`src/rtl/irq_gateway_rx.sv`:
```
// Interrupt gateway: turns per-source level/edge interrupt wires into a one-at-a-time
// request/complete handshake. Define IRQ_GATEWAY_RX_SYNC_EN to add input synchronizers.
module irq_gateway_rx #(
    parameter int NUM_SRC     = 4,
    parameter int SYNC_STAGES = 2,
    parameter int MAX_PEND    = 3,
    localparam int ID_W       = (NUM_SRC > 1) ? $clog2(NUM_SRC) : 1,
    localparam int CNT_W      = $clog2(MAX_PEND + 1)
) (
    input  logic               clock,
    input  logic               reset_n,
    input  logic [NUM_SRC-1:0] irq_in,
    input  logic [NUM_SRC-1:0] edge_mode,
    output logic               req_valid,
    output logic [ID_W-1:0]    req_id,
    input  logic               req_ready,
    input  logic               cmpl_valid,
    input  logic [ID_W-1:0]    cmpl_id,
    output logic [NUM_SRC-1:0] inflight
);

    // Handshake: the offer (req_valid/req_id) is registered and held until
    // req_valid && req_ready; a completion is a single-cycle cmpl_valid strobe.

    typedef enum logic [1:0] {
        ST_IDLE = 2'd0,
        ST_PEND = 2'd1,
        ST_INFL = 2'd2
    } src_state_t;

    if (NUM_SRC < 1 || NUM_SRC > 32 || MAX_PEND < 1 || MAX_PEND > 15 || SYNC_STAGES < 2) begin : g_bad_param
        $error("irq_gateway_rx: parameter out of range");
    end

    src_state_t         state_q [NUM_SRC];
    logic [CNT_W-1:0]   cnt_q   [NUM_SRC];
    logic [CNT_W-1:0]   cnt_nxt [NUM_SRC];
    logic [NUM_SRC-1:0] mode_q;
    logic [NUM_SRC-1:0] prev_q;
    logic [NUM_SRC-1:0] level;
    logic [NUM_SRC-1:0] rise;
    logic [NUM_SRC-1:0] eff_mode;
    logic [NUM_SRC-1:0] grant_hit;
    logic [NUM_SRC-1:0] cmpl_hit;
    logic               grant;
    logic               pick_valid;
    logic [ID_W-1:0]    pick_id;

`ifdef IRQ_GATEWAY_RX_SYNC_EN
    logic [SYNC_STAGES-1:0][NUM_SRC-1:0] sync_q;

    always_ff @(posedge clock or negedge reset_n) begin
        if (!reset_n) begin
            sync_q <= '0;
        end else begin
            sync_q <= {sync_q[SYNC_STAGES-2:0], irq_in};
        end
    end

    assign level = sync_q[SYNC_STAGES-1];
`else
    assign level = irq_in;
`endif

    assign rise  = level & ~prev_q;
    assign grant = req_valid & req_ready;

    // Mode is taken live only while IDLE; once triggered, a source keeps the mode it started with.
    always_comb begin
        eff_mode  = '0;
        grant_hit = '0;
        cmpl_hit  = '0;
        inflight  = '0;
        for (int i = 0; i < NUM_SRC; i++) begin
            eff_mode[i]  = (state_q[i] == ST_IDLE) ? edge_mode[i] : mode_q[i];
            grant_hit[i] = grant && (req_id == ID_W'(i));
            cmpl_hit[i]  = cmpl_valid && (cmpl_id == ID_W'(i)) && (state_q[i] == ST_INFL);
            inflight[i]  = (state_q[i] == ST_INFL);
        end
    end

    // Edge counter: an edge coinciding with a grant cancels out, even at saturation.
    always_comb begin
        for (int i = 0; i < NUM_SRC; i++) begin
            cnt_nxt[i] = cnt_q[i];
            if (!eff_mode[i]) begin
                cnt_nxt[i] = '0;
            end else if (rise[i] && !grant_hit[i]) begin
                if (cnt_q[i] != CNT_W'(MAX_PEND)) begin
                    cnt_nxt[i] = cnt_q[i] + 1'b1;
                end
            end else if (grant_hit[i] && !rise[i]) begin
                cnt_nxt[i] = cnt_q[i] - 1'b1;
            end
        end
    end

    always_comb begin
        pick_valid = 1'b0;
        pick_id    = '0;
        for (int i = NUM_SRC - 1; i >= 0; i--) begin
            if (state_q[i] == ST_PEND) begin
                pick_valid = 1'b1;
                pick_id    = ID_W'(i);
            end
        end
    end

    always_ff @(posedge clock or negedge reset_n) begin
        if (!reset_n) begin
            for (int i = 0; i < NUM_SRC; i++) begin
                state_q[i] <= ST_IDLE;
                cnt_q[i]   <= '0;
            end
            mode_q    <= '0;
            prev_q    <= '0;
            req_valid <= 1'b0;
            req_id    <= '0;
        end else begin
            prev_q <= level;
            for (int i = 0; i < NUM_SRC; i++) begin
                cnt_q[i] <= cnt_nxt[i];
                if (state_q[i] == ST_IDLE) begin
                    mode_q[i] <= edge_mode[i];
                end
                case (state_q[i])
                    ST_IDLE: begin
                        if (eff_mode[i] ? (cnt_nxt[i] != '0) : level[i]) begin
                            state_q[i] <= ST_PEND;
                        end
                    end
                    ST_PEND: begin
                        if (grant_hit[i]) begin
                            state_q[i] <= ST_INFL;
                        end
                    end
                    ST_INFL: begin
                        if (cmpl_hit[i]) begin
                            state_q[i] <= ST_IDLE;
                        end
                    end
                    default: state_q[i] <= ST_IDLE;
                endcase
            end
            // A grant always drops the offer, which forces a one-cycle gap before the next one.
            if (req_valid) begin
                if (req_ready) begin
                    req_valid <= 1'b0;
                end
            end else if (pick_valid) begin
                req_valid <= 1'b1;
                req_id    <= pick_id;
            end
        end
    end

endmodule

```
`config.mk`:
```
export PLATFORM = sky130hd
export DESIGN_NAME = irq_gateway_rx
export DESIGN_NICKNAME = d
export VERILOG_FILES = /design/src/rtl/irq_gateway_rx.sv
export SDC_FILE = /design/constraint.sdc
export NUM_CORES = 1
export LEC_CHECK = 0
export CORE_MARGIN = 1
export CORE_UTILIZATION = 27
export CTS_CLUSTER_DIAMETER = 100
export DETAILED_ROUTE_END_ITERATION = 8
export GPL_TIMING_DRIVEN = 1
export PLACE_DENSITY_LB_ADDON = 0.12
export SKIP_CTS_REPAIR_TIMING = 1
export SLEW_MARGIN = 20
export SYNTH_ARGS = -nofsm -noshare
export SYNTH_HDL_FRONTEND = slang
export SYNTH_SLANG_ARGS = --single-unit
```
`constraint.sdc`:
```
create_clock -name clock -period 4.9 [get_ports clock]
set_clock_uncertainty 0.2 [all_clocks]
set_input_delay 0.49 -clock clock [delete_from_list [all_inputs] [get_ports clock]]
set_output_delay 0.49 -clock clock [all_outputs]
set_load 0.05 [all_outputs]
```
==> flow_summary.ini, run 1 <==
[synth]
synth_simple_gate_area_frac = 0.162
synthCells = 156
synth_top_area_share = 0.449
synthDistinctLibCells = 37
yosys_warnings = 0
syn_nets = 178
synth_area_um2 = 1510
synth-seq-cells = 27
synthTopCellsByArea = dfrtp_1 (45%), ha_1 (6.7%), inv_1 (5.5%), mux2i_1 (4.0%), o21ai_0 (4.0%)
synthAdderAreaFrac = 0.0665
ys_seq_area_frac = 0.449
synth_edf_count = 0
synth.area.mux_share = 0.0399
yosys_most_used_dff = dfrtp_1
synth_xor_area_frac = 0.0116
synth_compound_area_frac = 0.205
synthArstFlopShare = 1.00
yosys.area.top_type = dfrtp_1
synth_top_family_by_area = compound AO/OA/AOI/OAI gates
syn_avg_cell_area_um2 = 9.65

[finish]
syn_to_final_growth_pct = 22.0
drive_gt1_frac = 0.0843
final_area_um2 = 1840
diodes = 0
final_common_cell = dfrtp_1
final_nets = 201
final_cell_mix = dfrtp_1 (27), inv_1 (22), clkdlybuf4s50_1 (20)

[drt]
route.detailed.drc = 0
via_count = 1174
detail_route.wl_per_cell_um = 12.8
antenna_left = 0
drtIter0Drc = 26
drtPass1Iterations = 4
via_per_inst = 4.73
routed_wl_um = 3170

[pwr]
leakage_nw = 0.812
clkPwrFrac = 0.145
sw_frac_of_total = 0.412
power.switching_w = 0.000364
peakVddDrop_mv = 0.194
p_int_w = 0.000519
seqPwrFrac = 0.417
power_density_nw_per_um2 = 481
combinationalPowerShare = 0.438

[placement]
place_area_um2 = 1780
place.gp.congestion = 0.730
hpwl_um = 2390
numPortBuffers = 20

[timing]
slew_viol_final = 0
fin_crit_sh = 0.501
post-route-min-period_ns = 2.46
finalSetupViolCount = 0
fmax_mhz = 407
rsz0062_at_grt = no
setup_tns_ns = 0
worstMarginPinSlew_ns = 0.792
finalHoldViolations = 0
relSlewSlack = 0.464

[floorplan]
die_h_um = 76.7
ios = 21
initial_core_util = 0.287
core_area_um2 = 5240
num_rows = 26
dieArea_um2 = 5880
dieWidth_um = 76.7

[grt]
grt_max_degree = 28
antenna_found_initial = 0
grt_use_met1 = 0.144
grt_overflow = 0
busiest_layer = met2
track_usage = 0.114
grt_pass1_wl_um = 5320
grt_pass1_vias = 1151
met3_usage = 0.0262
met2_usage = 0.188

[clocking]
htree_levels = 1
path_clk_slew_ns = 0.10
clockBufferDepth = 2
clock_latency_ns = 0.28
cts-root-buf = clkbuf_8
cts_made_buffers = 3
cts.sinks = 27
cts_tree = yes

[critical_path]
critPathMaxFanout = 6
max_stage_delay_ns = 0.77
crit_arrival_ns = 2.40
crit_required_ns = 4.85
end_kind = flop
path_cells = clkdlybuf4s50_1 > nor4bb_2 > mux2i_1 > o21ai_0 > a31oi_1
start_kind = input port
worstSetupPathType = in2reg
cp_slowest_cell = nor4bb_2
startpoint = req_ready
r2r-start = req_valid

[min_path]
min_from = state_q[7]
hold_class = reg2reg

[flow_run]
cap_violations = 0

[status]
status = complete, no violations
==> worst paths after layout <==
check / to / slack, ns / depth (start not counted)
hold reg to reg: state_q[7] / 0.30 / 1
hold / removal: state_q[7] / 0.30 / 1
max in group asynchronous: prev_q[0] / 3.83 / 2
min in group asynchronous: cnt_q[1] / 0.39 / 2
setup / recovery: state_q[6] / 2.44 / 5
setup reg to reg: state_q[6] / 2.74 / 4
==> kinds of logic after synthesis <==
kind of cell / count (synthesis)
mux: 6
compound gates: 46
flops: 27
simple gates: 42
fa+ha+maj: 8
xor+xnor: 2
buf+inv: 25
==> flip-flops by register name (all words and copies together), names as in the netlist <==
name	cells
req_valid	1
prev_q	4
mode_q	4
cnt_q	8
req_id	2
state_q	8
==> cell type report <==
cell class | count | area, µm²
fill | 531 | 3400
multi-input combinational | 104 | 737
sequential | 27 | 676
timing repair buffer | 21 | 208
clock buffer | 3 | 41.3
tap | 70 | 87.6
clock inverter | 1 | 5.00
inverter | 22 | 82.6
==> power groups by stage <==
| stage | clock (W) | combinational, W | sequential [W] |
|---|---|---|---|
| after floorplan | 0 | 0.000272 | 0.000378 |
| after global placement | 0 | 0.000376 | 0.000368 |
| after detailed placement | 0 | 0.000389 | 0.000372 |
| after CTS | 0.000138 | 0.000392 | 0.000367 |
| after global routing | 0.000145 | 0.000439 | 0.000382 |
| final | 0.000129 | 0.000387 | 0.000368 |
==> Yosys cell counts (2+ instances only) <==
master / instances
inv_1: 22
o21ai_0: 12
dfrtp_1: 27
o311ai_0: 2
a21oi_1: 11
and3_1: 2
a31oi_1: 2
nor2b_1: 3
o41ai_2: 2
xnor2_1: 2
nor2_1: 13
nand4_1: 2
o21a_1: 4
nand2_1: 9
ha_1: 8
and3_4: 2
nand2b_1: 3
a311o_1: 2
o31ai_1: 2
mux2i_1: 6
o22ai_1: 4
==> layer usage <==
layer / up-vias / share of wire
met5: - / 0
met1: 559 / 0.48
li1: 590 / -
met4: 0 / 0.013
met2: 20 / 0.47
met3: 5 / 0.041
==> per-stage QoR <==
| stage | instances | hold WS (ns) | utilization | worst slack, ns | total power, W |
|---|---|---|---|---|---|
| 2_1_floorplan | 156 | -0.00559 | - | 2.73 | 0.000651 |
| 3_3_place_gp | 244 | 0.287 | 0.341 | 1.99 | 0.000744 |
| 3_5_place_dp | 244 | 0.287 | 0.341 | 1.79 | 0.000761 |
| 4_1_cts | 248 | 0.301 | 0.349 | 2.08 | 0.000897 |
| 5_1_grt | 248 | 0.332 | 0.351 | 2.28 | 0.000966 |
| 6_report | 248 | 0.302 | 0.351 | 2.44 | 0.000884 |
==> critical path, delay by kind of cell <==
family	cells	cell delay, ns
simple gates	1	0.77
buf+inv	1	0.60
mux	1	0.19
compound gates	2	0.36
Power figures use the tool's default switching activity.
==> run 2: changes to the inputs <==
clock period = 2.4 ns   (was 4.9 ns; I/O delays follow)
==> run 2 against run 1 <==
  * Largest power group unchanged
  * Die area unchanged
  * Highest routed layer unchanged
  * Utilization up 0.17 points
  * Via count down 1.5%
  * Register-to-register slack worse by 2.3 ns
  * Power up 110%
  * Flip-flop and latch count unchanged
==> flow_summary.ini, run 2 (synthesis gave the netlist of run 1 again) <==
[clocking]
clock_latency_ns = 0.28
cts_tree = yes
clockBufferDepth = 2
cts-root-buf = clkbuf_8
htree_levels = 1
path_clk_slew_ns = 0.11
cts_made_buffers = 3
cts.sinks = 27

[timing]
finalSetupViolCount = 0
rsz0062_at_grt = no
relSlewSlack = 0.620
finalHoldViolations = 0
post-route-min-period_ns = 2.24
fin_crit_sh = 0.932
setup_tns_ns = 0
slew_viol_final = 0
fmax_mhz = 447
worstMarginPinSlew_ns = 0.566

[drt]
met1_length_um = 1630
drtIter0Drc = 63
via_count = 1156
detail_route.wl_per_cell_um = 12.5
highest_layer = met4
antenna_left = 0
routed_wl_um = 3130
via_per_inst = 4.62
route.detailed.drc = 0
wl_met3_um = 100
drtPass1Iterations = 4
met2_length_um = 1370

[finish]
drive_gt1_frac = 0.0889
final_nets = 203
diodes = 0
syn_to_final_growth_pct = 22.6
reg.largest.list = cnt_q (8), state_q (8)
final_common_cell = dfrtp_1
fin_util = 0.352
final_cell_mix = dfrtp_1 (27), inv_1 (22), clkdlybuf4s50_1 (20)
fill_cells = 540

[placement]
place.gp.congestion = 0.764
numPortBuffers = 20
hpwl_um = 2330

[min_path]
hold_class = in2async

[pwr]
sw_frac_of_total = 0.411
clkPwrFrac = 0.149
p_int_w = 0.00107
seqPwrFrac = 0.406
power.switching_w = 0.000749
combinationalPowerShare = 0.444
leakage_nw = 0.821
peakVddDrop_mv = 0.315
power_density_nw_per_um2 = 987

[grt]
antenna_found_initial = 0
grt_overflow = 0
grt_pass1_vias = 1196
track_usage = 0.115
grt_max_degree = 28
grt_pass1_wl_um = 5440

[floorplan]
dieWidth_um = 76.7
dieArea_um2 = 5880
core_area_um2 = 5240
num_rows = 26
ios = 21
initial_core_util = 0.287
die_h_um = 76.7

[critical_path]
worstSetupPathType = reg2out
crit_required_ns = 1.96
end_kind = output pin
ff2ff_setup_slack_ns = 0.42
critPathMaxFanout = 4
start_kind = flop
crit_arrival_ns = 1.80

[status]
status = complete, no violations

[flow_run]
cap_violations = 0
-- run 2: cell types whose count changed in the layout (fill, tap and decap cells not counted), sizes merged --
cell | before | now
buf | 1 | 3
-- run 2: worst paths after layout --
check	startpoint	to	cells after the start
min in group clock	irq_in[2]	prev_q[2]	1
max in group asynchronous	reset_n	cnt_q[6]	2
worst max-delay path	state_q[3]	inflight[2]	3
worst min-delay path	reset_n	req_id[0]	2
worst min register to register	state_q[5]	state_q[5]	1
worst max register to register	req_valid	state_q[0]	5
-- run 2: power groups by stage --
stage	Sequential (W)	Clock, W	Combinational (W)
2_1_floorplan	0.000772	0	0.000556
3_3_place_gp	0.000748	0	0.000794
3_5_place_dp	0.000750	0	0.000816
4_1_cts	0.000741	0.000287	0.000820
5_1_grt	0.000768	0.000299	0.000920
6_report	0.000740	0.000272	0.000809
-- run 2: final cells by class --
class	instances	area, µm²	area share
multi-input cells	104	731	0.396
flip-flops and latches	27	676	0.366
repair buffers	23	223	0.121
well taps	70	87.6	0.0475
inverters	22	82.6	0.0447
clock buffers	3	41.3	0.0224
clock inverters	1	5.00	0.00271
-- run 2: worst max-delay path, stage by stage (launching register included) --
cell and delay (ns):
dfrtp_1 0.37, inv_1 0.08, nor2_1 0.22, clkdlybuf4s50_1 0.86
-- run 2: per-stage QoR --
step           hold WS [ns]  power (W)  cell area (µm²)  instances  worst slack, ns
6_report              0.145    0.00182             1850        250            0.163
4_1_cts               0.162    0.00185             1850        250            0.152
2_1_floorplan        -0.256    0.00133             1510        156            0.227
3_5_place_dp          0.286    0.00157             1800        246            0.186
5_1_grt               0.173    0.00199             1850        250           0.0801
3_3_place_gp          0.284    0.00154             1800        246            0.199
-- run 2: layer usage --
metal  up-vias  track usage
met5         -            0
met4         0       0.0481
met3         2       0.0214
met2        18        0.181
met1       540        0.154
li1        596            -
==> run 3: changes to the inputs <==
ABC_CLOCK_PERIOD_IN_PS = 2400   (was not set)
==> results of run 3 <==
The final DEF is identical to that of run 2; final timing and power are the same.
